$ cat src/rtl/spi_reg_pkg.sv
// rtl/spi_reg_pkg.sv - shared opcodes, FSM state type and frame sizing for the SPI register bank
package spi_reg_pkg;

    localparam logic SPI_OP_WRITE = 1'b1;
    localparam logic SPI_OP_READ  = 1'b0;

    typedef enum logic [1:0] {
        ST_IDLE  = 2'd0,
        ST_SHIFT = 2'd1,
        ST_DONE  = 2'd2
    } spi_state_t;

    function automatic int frame_len(input int addr_w, input int data_w);
        return 1 + addr_w + data_w;
    endfunction

endpackage

$ cat src/rtl/spi_sync_edge.sv
// rtl/spi_sync_edge.sv - multi-flop synchroniser with one history flop for rise/fall pulses
module spi_sync_edge #(
    parameter int   STAGES  = 2,
    parameter logic RST_VAL = 1'b0
) (
    input  logic clk,
    input  logic rst_n,
    input  logic d_i,
    output logic level_o,
    output logic rise_o,
    output logic fall_o
);

    // chain_q[0] is the newest sample; chain_q[STAGES] is the history flop.
    logic [STAGES:0] chain_q;

    always_ff @(posedge clk) begin
        if (!rst_n) begin
            chain_q <= {(STAGES + 1){RST_VAL}};
        end else begin
            chain_q <= {chain_q[STAGES-1:0], d_i};
        end
    end

    assign level_o = chain_q[STAGES-1];
    assign rise_o  = chain_q[STAGES-1] & ~chain_q[STAGES];
    assign fall_o  = ~chain_q[STAGES-1] & chain_q[STAGES];

endmodule

$ cat src/rtl/spi_reg_bank.sv
// rtl/spi_reg_bank.sv - SPI mode-0 peripheral exposing a read/write configuration register bank
module spi_reg_bank
    import spi_reg_pkg::*;
#(
    parameter int NUM_REGS    = 5,
    parameter int ADDR_W      = 7,
    parameter int DATA_W      = 8,
    parameter int SYNC_STAGES = 2
) (
    input  logic                       clk,
    input  logic                       rst_n,
    input  logic                       sclk,
    input  logic                       ncs,
    input  logic                       copi,
    output logic                       cipo,
    output logic                       cipo_oe,
    output logic [NUM_REGS*DATA_W-1:0] regs,
    output logic                       wr_strobe,
    output logic [ADDR_W-1:0]          wr_addr
);

    localparam int FRAME = frame_len(ADDR_W, DATA_W);
    localparam int HDR   = 1 + ADDR_W;
    localparam int CNT_W = $clog2(FRAME + 2);

    localparam logic [CNT_W-1:0]  HDR_C   = CNT_W'(HDR);
    localparam logic [CNT_W-1:0]  FRAME_C = CNT_W'(FRAME);
    localparam logic [CNT_W-1:0]  OVER_C  = CNT_W'(FRAME + 1);
    localparam logic [ADDR_W:0]   NREGS_C = (ADDR_W + 1)'(NUM_REGS);

    logic ncs_s, ncs_rise, ncs_fall;
    logic sclk_s, sclk_rise, sclk_fall;
    logic copi_s, copi_rise, copi_fall;
    logic edges_unused;

    spi_sync_edge #(.STAGES(SYNC_STAGES), .RST_VAL(1'b1)) u_ncs_sync (
        .clk(clk), .rst_n(rst_n), .d_i(ncs),
        .level_o(ncs_s), .rise_o(ncs_rise), .fall_o(ncs_fall)
    );

    spi_sync_edge #(.STAGES(SYNC_STAGES), .RST_VAL(1'b0)) u_sclk_sync (
        .clk(clk), .rst_n(rst_n), .d_i(sclk),
        .level_o(sclk_s), .rise_o(sclk_rise), .fall_o(sclk_fall)
    );

    spi_sync_edge #(.STAGES(SYNC_STAGES), .RST_VAL(1'b0)) u_copi_sync (
        .clk(clk), .rst_n(rst_n), .d_i(copi),
        .level_o(copi_s), .rise_o(copi_rise), .fall_o(copi_fall)
    );

    assign edges_unused = ^{sclk_s, copi_rise, copi_fall};

    spi_state_t                 state_q, state_d;
    logic [CNT_W-1:0]           cnt_q, cnt_d;
    logic [FRAME-1:0]           shift_q, shift_d;
    logic [DATA_W-1:0]          tx_q, tx_d;
    logic                       rd_q, rd_d;
    logic                       cipo_q, cipo_d;
    logic [NUM_REGS*DATA_W-1:0] regs_q, regs_d;
    logic                       wr_strobe_q, wr_strobe_d;
    logic [ADDR_W-1:0]          wr_addr_q, wr_addr_d;

    logic              frame_rw;
    logic [ADDR_W-1:0] frame_addr;
    logic [DATA_W-1:0] frame_data;

    assign frame_rw   = shift_q[FRAME-1];
    assign frame_addr = shift_q[FRAME-2 -: ADDR_W];
    assign frame_data = shift_q[DATA_W-1:0];

    always_comb begin
        state_d     = state_q;
        cnt_d       = cnt_q;
        shift_d     = shift_q;
        tx_d        = tx_q;
        rd_d        = rd_q;
        cipo_d      = cipo_q;
        regs_d      = regs_q;
        wr_strobe_d = 1'b0;
        wr_addr_d   = wr_addr_q;

        unique case (state_q)
            ST_IDLE, ST_SHIFT: begin
                // A falling ncs while already shifting is a glitch: restart the frame.
                if (ncs_fall) begin
                    state_d = ST_SHIFT;
                    cnt_d   = '0;
                    shift_d = '0;
                    tx_d    = '0;
                    rd_d    = 1'b0;
                    cipo_d  = 1'b0;
                end else if (state_q == ST_SHIFT && !ncs_rise && sclk_rise) begin
                    shift_d = {shift_q[FRAME-2:0], copi_s};
                    if (cnt_q != OVER_C) begin
                        cnt_d = cnt_q + CNT_W'(1);
                    end
                    if (cnt_d == HDR_C && shift_d[ADDR_W] == SPI_OP_READ) begin
                        rd_d = 1'b1;
                        tx_d = '0;
                        for (int k = 0; k < NUM_REGS; k++) begin
                            if (shift_d[ADDR_W-1:0] == ADDR_W'(k)) begin
                                tx_d = regs_q[k*DATA_W +: DATA_W];
                            end
                        end
                    end
                end else if (state_q == ST_SHIFT && !ncs_rise && sclk_fall) begin
                    if (rd_q && cnt_q >= HDR_C && cnt_q <= FRAME_C) begin
                        cipo_d = tx_q[DATA_W-1];
                        tx_d   = {tx_q[DATA_W-2:0], 1'b0};
                    end else begin
                        cipo_d = 1'b0;
                    end
                end
            end
            ST_DONE: begin
                state_d = ST_IDLE;
                cipo_d  = 1'b0;
                rd_d    = 1'b0;
                if (cnt_q == FRAME_C && frame_rw == SPI_OP_WRITE
                    && {1'b0, frame_addr} < NREGS_C) begin
                    wr_strobe_d = 1'b1;
                    wr_addr_d   = frame_addr;
                    for (int k = 0; k < NUM_REGS; k++) begin
                        if (frame_addr == ADDR_W'(k)) begin
                            regs_d[k*DATA_W +: DATA_W] = frame_data;
                        end
                    end
                end
            end
            default: state_d = ST_IDLE;
        endcase

        // ncs rising ends the frame from any state and masks a coincident sclk edge.
        if (ncs_rise) begin
            state_d = ST_DONE;
            cipo_d  = 1'b0;
        end
    end

    always_ff @(posedge clk) begin
        if (!rst_n) begin
            state_q     <= ST_IDLE;
            cnt_q       <= '0;
            shift_q     <= '0;
            tx_q        <= '0;
            rd_q        <= 1'b0;
            cipo_q      <= 1'b0;
            regs_q      <= '0;
            wr_strobe_q <= 1'b0;
            wr_addr_q   <= '0;
        end else begin
            state_q     <= state_d;
            cnt_q       <= cnt_d;
            shift_q     <= shift_d;
            tx_q        <= tx_d;
            rd_q        <= rd_d;
            cipo_q      <= cipo_d;
            regs_q      <= regs_d;
            wr_strobe_q <= wr_strobe_d;
            wr_addr_q   <= wr_addr_d;
        end
    end

    assign cipo      = cipo_q;
    assign cipo_oe   = ~ncs_s;
    assign regs      = regs_q;
    assign wr_strobe = wr_strobe_q;
    assign wr_addr   = wr_addr_q;

endmodule
$ cat config.mk
export PLATFORM = sky130hd
export DESIGN_NAME = spi_reg_bank
export DESIGN_NICKNAME = d
export VERILOG_FILES = /design/src/rtl/spi_reg_pkg.sv /design/src/rtl/spi_sync_edge.sv /design/src/rtl/spi_reg_bank.sv
export SDC_FILE = /design/constraint.sdc
export NUM_CORES = 1
export LEC_CHECK = 0
export BUFFER_PORTS_ARGS = -buffer_cell sky130_fd_sc_hd__buf_4
export CORE_ASPECT_RATIO = 1.25
export CORE_MARGIN = 2
export CORE_UTILIZATION = 57
export DETAILED_ROUTE_END_ITERATION = 6
export PLACE_DENSITY = 0.81
export SLEW_MARGIN = 15
export SYNTH_ARGS = -nofsm -noshare
export SYNTH_HDL_FRONTEND = slang
export SYNTH_SLANG_ARGS = --single-unit
$ cat constraint.sdc
create_clock -name clk -period 2.8 [get_ports clk]
set_clock_uncertainty 0.1 [all_clocks]
set_input_delay 0.42 -clock clk [delete_from_list [all_inputs] [get_ports clk]]
set_output_delay 0.42 -clock clk [all_outputs]
set_load 0.01 [all_outputs]
==> key figures <==
Yosys
  – Synth top cells by count: dfxtp_1 (89), nor2_1 (61), mux2i_1 (55), nand2_1 (40), clkbuf_1 (19)
  – #FFs+latches synth: ~90
  – XOR/XNOR share of the synthesized area: 0.00448
  – Yosys top cell area share: 0.456
  – Top cell type by total area after synthesis: dfxtp_1
  – Multiplexer share of the synthesized area: 0.147
  – Post-synthesis sequential area ratio: 0.456
  – Compound-Gate Fraction of Synth Area: 0.128
  – Syn Nets: between 400 and 500
  – Synthesized area: between 3000 and 4000 µm²
  – Simple-Gate Fraction of Synth Area: 0.205
  – Fraction of registers with async set/reset: 0
  – Top cells by area, synth: dfxtp_1 (46%), mux2i_1 (14%), nor2_1 (5.9%)
  – Most common flop cell mapped by yosys: dfxtp_1
  – Gate Count Post-Synth: 412
  – Netlist cell types: 50
  – Mean post-synth cell area: 9.48 µm²
  – Number of synthesized flops with an enable pin: 0
  – Ys Warns: 0
  – Largest family of logic cells by synthesized area: simple AND/OR/NAND/NOR gates
  – Adder-cell area share of the yosys netlist: 0.0160
  – Most frequent cell after synthesis: dfxtp_1

Worst setup path
  – Crit path largest cell delay: 0.52 ns
  – Buf+Inv Stages, Crit Path: 1
  – Register-to-Register Path Depth: 7
  – Crit end category: flop
  – Slowest CP cell: nand4b_1
  – WP data required: just under 3 ns
  – Worst flop-to-flop path endpoint: regs[34]$_SDFFE_PN0P_
  – CP arrival: ~2.5 ns
  – Critical path's top delay family: simple AND/OR/NAND/NOR gates
  – Critical Path Start Type: flop
  – R2R Setup Slk: approximately 0.5 ns
  – CP Cell Sequence: inv_1 > ha_1 > and4bb_4 > and3_1 > nand4b_1 > mux2i_1 > nor2_1
  – Crit path max fanout: 8
  – Critical setup path kind: flop to flop
  – Worst r2r src: cnt_q[0]$_SDFFE_PN0P_

Final layout
  – Post-layout nets: between 400 and 500
  – Antenna diodes: 0
  – Layout cells sized above 1: 0.200
  – Reg area: 1780 µm²
  – Layout fillers: between 500 and 600
  – Multi-input logic area: approximately 2000 µm²
  – Area Overhead vs Synth: 15.8%

Die
  – Std cell rows: 33
  – Initial Utilization: 0.591
  – Die area: between 7000 and 8000 µm²
  – IO Pins: 55
  – Die height: between 90 and 100 µm
  – Core ar.: roughly 6600 µm²
  – Die W: just under 80 µm

Detailed routing
  – WL final: just under 9 mm
  – Final ANT Viol Nets: 0
  – Residual DRC: 0
  – Iter 0 DRT Violations: around 180
  – WL per Instance: 16.3 µm
  – DR top layer: met4
  – Drt first pass iters: 6
  – Routed met3 length: ~380 µm
  – Via count: 3163
  – Vias/cell: roughly 5.8
  – WL met2: between 4 and 5 mm
  – DRT met1 WL: around 3.6 mm

Global routing
  – Vias in the first global route: ~3.0k
  – GRT Residual Overflow: 0
  – Largest net degree at the start of global routing: just over 60
  – Overall Global Routing Usage: 0.253
  – First-pass GRT wire length: approximately 15 mm
  – Initial antenna violation count: 0

Clock tree
  – Sink Count: 89
  – Root buf cell: clkbuf_8
  – Clock slew at reported path FFs: around 0.08 ns
  – CTS Hold Bufs: 0
  – PostCTS Resize Cnt: 0
  – CTS tree: yes
  – Post-CTS setup buffer count: 0
  – Total CTS buffers: 9
  – CTS H-Tree Depth: 3
  – Clock Tree Buf Depth: 2
  – Skew-Pair Late Insertion Delay: roughly 0.36 ns

Power
  – Switching share of power: 0.222
  – Combinational share of power: 0.031
  – Peak supply drop: roughly 350 µV
  – Clock power share: 0.395
  – PD cells: slightly below 500 nW/µm²
  – Int Pwr: ~1700 µW
  – NetSw: between 400 and 500 µW
  – Leakage: ~0.0018 µW
  – Sequential share of power: 0.574

Place
  – HPWL Detailed: roughly 6.2 mm
  – GP Congestion: 0.830
  – Number of port buffers: 54
  – Place WS: around 0.53 ns

Run
  – Max-Cap Viols: 0

Timing
  – Slew Viols, Final: 0
  – Max Fclk: roughly 430 MHz
  – Final setup fails: 0
  – Period minus WS final: 2.30 ns
  – Fin crit share: 0.823
  – Worst-Margin Slew: between 0.6 and 0.7 ns
  – Post-Route Setup TNS: 0 ns
  – Final Hold Fails: 0
  – Slew margin rel.: 0.582
  – Setup repair after global routing missed its margin: no
  – Crit path setup slack, layout: 0.497 ns

Worst hold path
  – Min-Delay Startpoint: ncs
  – Hold Path Stages: 2
  – Min-Delay Endpoint: u_ncs_sync.chain_q[0]$_SDFF_PN1_
  – Hold Path Class: input port to flop

Outcome
  – Status: finished, final reports clean
-- sequential cells by signal (all words and copies together) (netlist names) --
name / cells
u_copi_sync.chain_q: 2
cipo: 1
tx_q: 8
rd_q: 1
state_q: 2
u_ncs_sync.chain_q: 3
wr_addr: 7
wr_strobe: 1
shift_q: 16
cnt_q: 5
u_sclk_sync.chain_q: 3
regs: 40
-- logic make-up after synthesis --
logic type               after synthesis
adder cells (fa/ha/maj)                5
XOR/XNOR                               2
multiplexers                          56
AO/OA/AOI/OAI                         72
buffers and inverters                 38
flip-flops                            89
AND/OR/NAND/NOR                      150
-- routing by layer --
metal  vias up  GRT usage
li1       1512          -
met1      1537      0.304
met2        92      0.438
met3        22     0.0428
met4         0      0.129
met5         -          0
-- area by class of cell --
type / instances / area share
Multi-Input combinational cell: 285 / 0.432
Sequential cell: 89 / 0.394
Timing Repair Buffer: 59 / 0.101
Clock buffer: 10 / 0.0304
Tap cell: 87 / 0.0241
Clock inverter: 5 / 0.0124
Inverter: 8 / 0.00664
-- power by group through the flow --
stage                     Clock (µW)  Combinational [µW]  Sequential (µW)
final                            875                68.6             1270
after global routing             937                75.4             1270
after CTS                        887                68.5             1270
after detailed placement           0                68.5             1300
after global placement             0                67.3             1300
after floorplan                    0                50.0             1300
-- cell usage in the layout (no fill, tap or decap), drive strengths merged, types with 5 or more instances in the layout --
cell type / instances
a21o: 9
a21oi: 18
a22oi: 18
a32oi: 8
and2: 5
and3: 5
buf: 59
clkbuf: 10
dfxtp: 89
ha: 5
inv: 7
mux2i: 55
nand2: 40
nand3: 6
nor2: 62
nor3: 5
o21ai: 6
o22ai: 7
or3: 6
-- per-stage QoR --
stage | area [µm²] | hold WS (ns) | power, µW | std cells | util
after global placement | 4330 | 0.289 | 1370 | 528 | 0.655
after floorplan | 3910 | 0.286 | 1350 | 412 | -
after detailed placement | 4330 | 0.312 | 1370 | 528 | 0.655
after CTS | 4520 | 0.128 | 2230 | 543 | 0.685
final | 4520 | 0.134 | 2220 | 543 | 0.685
after global routing | 4520 | 0.140 | 2290 | 543 | 0.685
-- worst max-delay path by stage --
stage,to,cells after the start,start,slack [ns]
2_1_floorplan,tx_q[0]$_SDFFE_PN0P_,6,u_ncs_sync.chain_q[1]$_SDFF_PN1_,0.77
3_3_place_gp,regs[35]$_SDFFE_PN0P_,7,cnt_q[0]$_SDFFE_PN0P_,0.62
3_5_place_dp,regs[36]$_SDFFE_PN0P_,7,cnt_q[0]$_SDFFE_PN0P_,0.53
4_1_cts,regs[34]$_SDFFE_PN0P_,7,cnt_q[0]$_SDFFE_PN0P_,0.49
5_1_grt,regs[37]$_SDFFE_PN0P_,7,cnt_q[0]$_SDFFE_PN0P_,0.35
6_report,regs[34]$_SDFFE_PN0P_,7,cnt_q[0]$_SDFFE_PN0P_,0.50
Power figures use the tool's default switching activity.
